## src/rtl/wb_dbg_fanout.sv

```systemverilog
// rtl/wb_dbg_fanout.sv - Wishbone debug-bus fan-out to up to three cores plus a control/status CSR window.
// One transaction in flight; unresponsive cores are timed out and flagged.
module wb_dbg_fanout #(
    parameter int NCORES  = 3,
    parameter int SEL_LSB = 24,
    parameter int TIMEOUT = 255
) (
    input  logic                   i_clk,
    input  logic                   i_rst,
    input  logic                   i_wbs_cyc,
    input  logic                   i_wbs_stb,
    input  logic                   i_wbs_we,
    input  logic [31:0]            i_wbs_adr,
    input  logic [31:0]            i_wbs_dat,
    input  logic [3:0]             i_wbs_sel,
    output logic [31:0]            o_wbs_rdt,
    output logic                   o_wbs_ack,
    output logic [31:0]            o_dbg_adr,
    output logic [31:0]            o_dbg_dat,
    output logic [3:0]             o_dbg_sel,
    output logic                   o_dbg_we,
    output logic [NCORES-1:0]      o_dbg_stb,
    input  logic [32*NCORES-1:0]   i_dbg_rdt,
    input  logic [NCORES-1:0]      i_dbg_ack,
    output logic [NCORES-1:0]      o_debug_mode,
    output logic [NCORES-1:0]      o_core_rst
);

    typedef enum logic [1:0] {IDLE, FWD, RESP} state_t;

    localparam logic [1:0]  CSR_T   = 2'd3;
    localparam logic [2:0]  NC3     = 3'(NCORES);
    localparam logic [7:0]  TO_LIM  = 8'(TIMEOUT);
    localparam logic [31:0] ID_WORD = {16'h0, 8'(NCORES), 8'h01};

    state_t              state, state_d;
    logic [1:0]          req_t, tgt;
    logic                req_core, req_csr, csr_hit;
    logic [NCORES-1:0]   req_onehot;
    logic [NCORES-1:0]   debug_mode, core_rst, to_flag;
    logic [7:0]          cnt;
    logic [31:0]         core_rdt, csr_rdt;
    logic                core_ack;
    logic                accept, fwd_ack, fwd_to, fwd_abort;

    assign req_t    = i_wbs_adr[SEL_LSB+1:SEL_LSB];
    assign req_core = {1'b0, req_t} < NC3;
    assign req_csr  = req_t == CSR_T;

    assign o_wbs_ack    = state == RESP;
    assign o_debug_mode = debug_mode;
    assign o_core_rst   = core_rst;

    always_comb begin
        req_onehot = '0;
        core_rdt   = 32'h0;
        core_ack   = 1'b0;
        for (int k = 0; k < NCORES; k++) begin
            if (req_t == 2'(k)) req_onehot[k] = 1'b1;
            // Only the selected core's ack is honoured; others are ignored.
            if (tgt == 2'(k)) begin
                core_rdt = i_dbg_rdt[32*k +: 32];
                core_ack = i_dbg_ack[k];
            end
        end
    end

    always_comb begin
        case (i_wbs_adr[3:2])
            2'd0:    csr_rdt = 32'(debug_mode);
            2'd1:    csr_rdt = 32'(core_rst);
            2'd2:    csr_rdt = 32'(to_flag);
            default: csr_rdt = ID_WORD;
        endcase
    end

    always_comb begin
        state_d   = state;
        accept    = 1'b0;
        fwd_ack   = 1'b0;
        fwd_to    = 1'b0;
        fwd_abort = 1'b0;
        case (state)
            IDLE: begin
                if (i_wbs_cyc && i_wbs_stb) begin
                    accept  = 1'b1;
                    state_d = req_core ? FWD : RESP;
                end
            end
            FWD: begin
                // A master abort beats a same-cycle ack; an ack beats a timeout.
                if (!i_wbs_cyc) begin
                    fwd_abort = 1'b1;
                    state_d   = IDLE;
                end else if (core_ack) begin
                    fwd_ack = 1'b1;
                    state_d = RESP;
                end else if (cnt == TO_LIM) begin
                    fwd_to  = 1'b1;
                    state_d = RESP;
                end
            end
            RESP:    state_d = IDLE;
            default: state_d = IDLE;
        endcase
    end

    always_ff @(posedge i_clk or posedge i_rst) begin
        if (i_rst) state <= IDLE;
        else       state <= state_d;
    end

    always_ff @(posedge i_clk or posedge i_rst) begin
        if (i_rst) begin
            o_wbs_rdt  <= 32'h0;
            o_dbg_adr  <= 32'h0;
            o_dbg_dat  <= 32'h0;
            o_dbg_sel  <= 4'h0;
            o_dbg_we   <= 1'b0;
            o_dbg_stb  <= '0;
            tgt        <= 2'd0;
            csr_hit    <= 1'b0;
            cnt        <= 8'd0;
            debug_mode <= '1;
            core_rst   <= '0;
            to_flag    <= '0;
        end else begin
            if (accept) begin
                o_dbg_adr <= i_wbs_adr;
                o_dbg_dat <= i_wbs_dat;
                o_dbg_sel <= i_wbs_sel;
                o_dbg_we  <= i_wbs_we;
                tgt       <= req_t;
                csr_hit   <= req_csr;
                cnt       <= 8'd0;
                if (req_core) o_dbg_stb <= req_onehot;
                else          o_dbg_rdt_load();
            end
            if (state == FWD) cnt <= cnt + 8'd1;
            if (fwd_ack) begin
                o_wbs_rdt <= core_rdt;
                o_dbg_stb <= '0;
            end
            if (fwd_to) begin
                o_wbs_rdt <= 32'hDEAD_BEEF;
                to_flag   <= to_flag | o_dbg_stb;
                o_dbg_stb <= '0;
            end
            if (fwd_abort) o_dbg_stb <= '0;
            // CSR writes land on the edge that ends the ack cycle.
            if (state == RESP && csr_hit && o_dbg_we) begin
                case (o_dbg_adr[3:2])
                    2'd0:    debug_mode <= o_dbg_dat[NCORES-1:0];
                    2'd1:    core_rst   <= o_dbg_dat[NCORES-1:0];
                    2'd2:    to_flag    <= to_flag & ~o_dbg_dat[NCORES-1:0];
                    default: ;
                endcase
            end
        end
    end

    // CSR reads are captured at accept; unmapped targets read as zero.
    task automatic o_dbg_rdt_load();
        o_wbs_rdt <= req_csr ? csr_rdt : 32'h0;
    endtask

endmodule

```

## config.mk

```make
export PLATFORM = sky130hd
export DESIGN_NAME = wb_dbg_fanout
export DESIGN_NICKNAME = d
export VERILOG_FILES = /design/src/rtl/wb_dbg_fanout.sv
export SDC_FILE = /design/constraint.sdc
export NUM_CORES = 1
export LEC_CHECK = 0
export CORE_MARGIN = 10
export CORE_UTILIZATION = 37
export CTS_CLUSTER_DIAMETER = 40
export DETAILED_ROUTE_END_ITERATION = 12
export MAX_ROUTING_LAYER = met4
export PLACE_DENSITY = 0.78
export SYNTH_ARGS = -nofsm -noshare
export SYNTH_HDL_FRONTEND = slang
export SYNTH_SLANG_ARGS = --single-unit
```

## constraint.sdc

```tcl
create_clock -name i_clk -period 4.31 [get_ports i_clk]
set_clock_uncertainty 0.15 [all_clocks]
set_input_delay 0.862 -clock i_clk [delete_from_list [all_inputs] [get_ports i_clk]]
set_output_delay 0.862 -clock i_clk [all_outputs]
set_load 0.01 [all_outputs]
```

==> flow_metrics.env <==
export IMPL_post_synth_inst_count=602
export IMPL_power_frac_clock_pct=30.1
export IMPL_peakVddDrop_uv=234.0
export IMPL_syn_area_um2=5677
export IMPL_worstMarginPinSlew_ns=0.9323
export IMPL_setup_worst_path_start_class="register"
export IMPL_io_pins=283
export IMPL_worst_hold_slack_ns=0.3186
export IMPL_dpl_worst_slack_ns=1.174
export IMPL_post_layout_total_power_mw=4.720
export IMPL_vias_per_cell=4.929
export IMPL_total_vias_in_the_final_route=5289
export IMPL_routedWlPerCell_um=18.86
export IMPL_drtPass1Iterations=4
export IMPL_first_global_vias=5445
export IMPL_timing_critical_path_fanout_max=33
export IMPL_critPathMaxStageDelay_ns=0.65
export IMPL_timing_critical_path_arrival_ns=1.97
export IMPL_max_transition_viols_final=0
export IMPL_synth_main_ff_cell="sky130_fd_sc_hd__dfrtp_1"
export IMPL_clk_latency_ns=0.41
export IMPL_outcome="finished, final reports clean"
export IMPL_cts_root_buf="sky130_fd_sc_hd__clkbuf_16"
export IMPL_final_critical_path_setup_slack_ns=1.332
export IMPL_detail_route_drc_violations=0
export IMPL_global_route_overflow_total=0
export IMPL_path_class="reg -> out"
export IMPL_yosys_cell_types=49
export IMPL_worst_endpoint_required_ns=3.30
export IMPL_drt_iter0_drc=301
export IMPL_slew_headroom_pct=37.65
export IMPL_pwr_density_cell_nw_per_um2=510.6
export IMPL_fp_coreArea_um2=15150
export IMPL_design_die_area_um2=20700
export IMPL_maxClockFrequency_mhz=335.9
export IMPL_cap_violations=0
export IMPL_synth_ff_latch_count=124
export IMPL_fin_nets=1046
export IMPL_antenna_cells_inserted=0
export IMPL_timing_hold_violations_final=0
export IMPL_postCtsSetupBuffers=0
export IMPL_internal_power_mw=3.293
export IMPL_synthToLayoutAreaGrowth_pct=62.84
export IMPL_per_instance_average_area_after_synthesis_um2=9.430
export IMPL_synth_top_cell_by_area="sky130_fd_sc_hd__dfrtp_1"
export IMPL_total_leakage_power_nw=4.198
export IMPL_synth_top_cell_area_share_pct=53.34
export IMPL_combinationalPowerShare_pct=34.3
export IMPL_period_needed_ns=2.978
export IMPL_clock_tree_htree_level_count=4
export IMPL_antenna_found_initial=0
export IMPL_synth_common_cells="sky130_fd_sc_hd__nand2_1 (252), sky130_fd_sc_hd__dfrtp_1 (121), sky130_fd_sc_hd__mux2i_1 (37)"
export IMPL_dpl_hpwl_um=15360
export IMPL_die_width_um=143.9
export IMPL_rsz0062_at_grt="no"
export IMPL_report_final_setup_viol=0
export IMPL_netSwitchingPower_mw=1.427
export IMPL_drive_above_1_share_pct=7.232
export IMPL_end_kind="primary output"
export IMPL_syn_nets=775
export IMPL_summed_negative_setup_slack_over_all_endpoints_ns=0
export IMPL_ant_nets=0
export IMPL_sequential_area_share_after_synthesis_pct=54.73
export IMPL_die_height_um=143.9
export IMPL_track_usage_pct=19.49
export IMPL_post_synth_top_count_cell="sky130_fd_sc_hd__nand2_1"
export IMPL_worst_setup_hold_path_clk_slew_ns=0.05
export IMPL_ys_top_cells_by_area="sky130_fd_sc_hd__dfrtp_1 (53%), sky130_fd_sc_hd__nand2_1 (17%), sky130_fd_sc_hd__mux2i_1 (6.5%)"
export IMPL_critical_path_cell_chain="buf_4, clkdlybuf4s50_1"
export IMPL_critical_path_slowest_cell="sky130_fd_sc_hd__clkdlybuf4s50_1"
export IMPL_hold_class="reg -> reg"
export IMPL_total_instance_count_after_detailed_placement=1042
export IMPL_synthesis_yosys_warnings=0
export IMPL_grt_first_pass_wirelength_um=30470
export IMPL_sequentialPowerShare_pct=35.6
export IMPL_tritoncts="done"
export IMPL_floorplan_rows=45
export IMPL_ctsLongestPathBuffers=2
export IMPL_gp_routability_congestion=0.8147
export IMPL_place_port_buffers=282
export IMPL_ys_async_sr_fraction_pct=100.0
export IMPL_period_share_pct=69.08
export IMPL_ctsHoldBuffers=0
export IMPL_start_util_pct=37.48
export IMPL_postRouteWirelength_um=20230
export IMPL_cts_made_buffers=17
export IMPL_grt_start_max_net_pins=78
export IMPL_finalNonFillerCells=1073
export IMPL_synth_edff_count=0
export IMPL_numClockSinks=124
export IMPL_ctsResizeCount=0
export IMPL_swShare_pct=30.24
==> logic make-up (layout without fill, tap and decap cells) <==
family | Yosys count | after routing | synth area share (%)
and+or+nand+nor | 301 | 301 | 21.49
DFF | 124 | 124 | 54.73
muxes | 44 | 44 | 7.957
adders and majority gates | 1 | 1 | 0.2204
AOI/OAI and AO/OA | 86 | 86 | 11.42
buffers and inverters | 44 | 327 | 3.879
xor gates and xnor gates | 2 | 2 | 0.3086
==> per-stage QoR <==
step / util (%) / instance area, µm²
2_1_floorplan: - / 5677
3_3_place_gp: 57.13 / 8653
3_5_place_dp: 57.13 / 8653
4_1_cts: 61.03 / 9244
5_1_grt: 61.03 / 9244
6_report: 61.03 / 9244
==> cell usage in the layout (no fill, tap or decap), drive strengths merged, types with 7 or more instances in the layout <==
cell / n
o21ai: 35
dfrtp: 121
clkdlybuf4s50: 282
clkinv: 7
nand3: 7
mux2i: 38
nand2: 252
a22o: 11
nor2: 19
buf: 9
a221o: 21
clkbuf: 19
==> cell type report <==
type,count,area [µm²]
fillers,1316,5902
multi-input cells,434,2386
clock buffers,19,442.9
clock inverters,12,147.6
repair buffers,291,2903
inverters,5,21.27
flip-flops and latches,124,3108
well taps,188,235.2
==> routing by layer <==
| metal | vias to the layer above | share of wire (%) | global-route usage, % |
|---|---|---|---|
| li1 | 2559 | - | - |
| met5 | - | 0 | - |
| met1 | 2497 | 41 | 22.64 |
| met2 | 214 | 46 | 29.93 |
| met4 | 0 | 1.8 | 6.717 |
| met3 | 19 | 11 | 8.053 |
==> power groups by stage <==
| stage | logic (mW) | clock network, mW | registers [mW] |
|---|---|---|---|
| global placement | 1.61 | 0 | 1.69 |
| detailed placement | 1.64 | 0 | 1.69 |
| floorplan | 0.557 | 0 | 1.79 |
| global route | 1.75 | 1.52 | 1.72 |
| CTS | 1.64 | 1.46 | 1.68 |
| finish | 1.62 | 1.42 | 1.68 |
==> critical path: cells and delay by family, from the launching register on <==
kind | cells | cell delay (ns)
buf+inv | 2 | 1.14
flops | 1 | 0.41
==> worst paths after layout <==
check,from,to,slack [ns],depth (start not counted)
worst max-delay path,o_dbg_adr[24],o_dbg_adr[24],1.33,2
max in group asynchronous,i_rst,o_debug_mode[1],2.41,3
worst min register to register,o_dbg_dat[13],o_dbg_dat[13],0.32,2
min in group asynchronous,i_rst,o_wbs_rdt[24],0.74,2
worst max register to register,o_dbg_adr[25],o_wbs_rdt[1],1.91,5
worst min-delay path,o_dbg_dat[13],o_dbg_dat[13],0.32,2
==> registers in the layout (all words and copies together), names as in the netlist, 2 cells and up <==
name / cells
o_dbg_adr: 32
o_dbg_dat: 32
o_wbs_rdt: 32
cnt: 8
o_dbg_sel: 4
o_core_rst: 3
o_dbg_stb: 3
o_debug_mode: 3
to_flag: 3
state: 2
No activity file was read; power rests on OpenSTA's default activity.
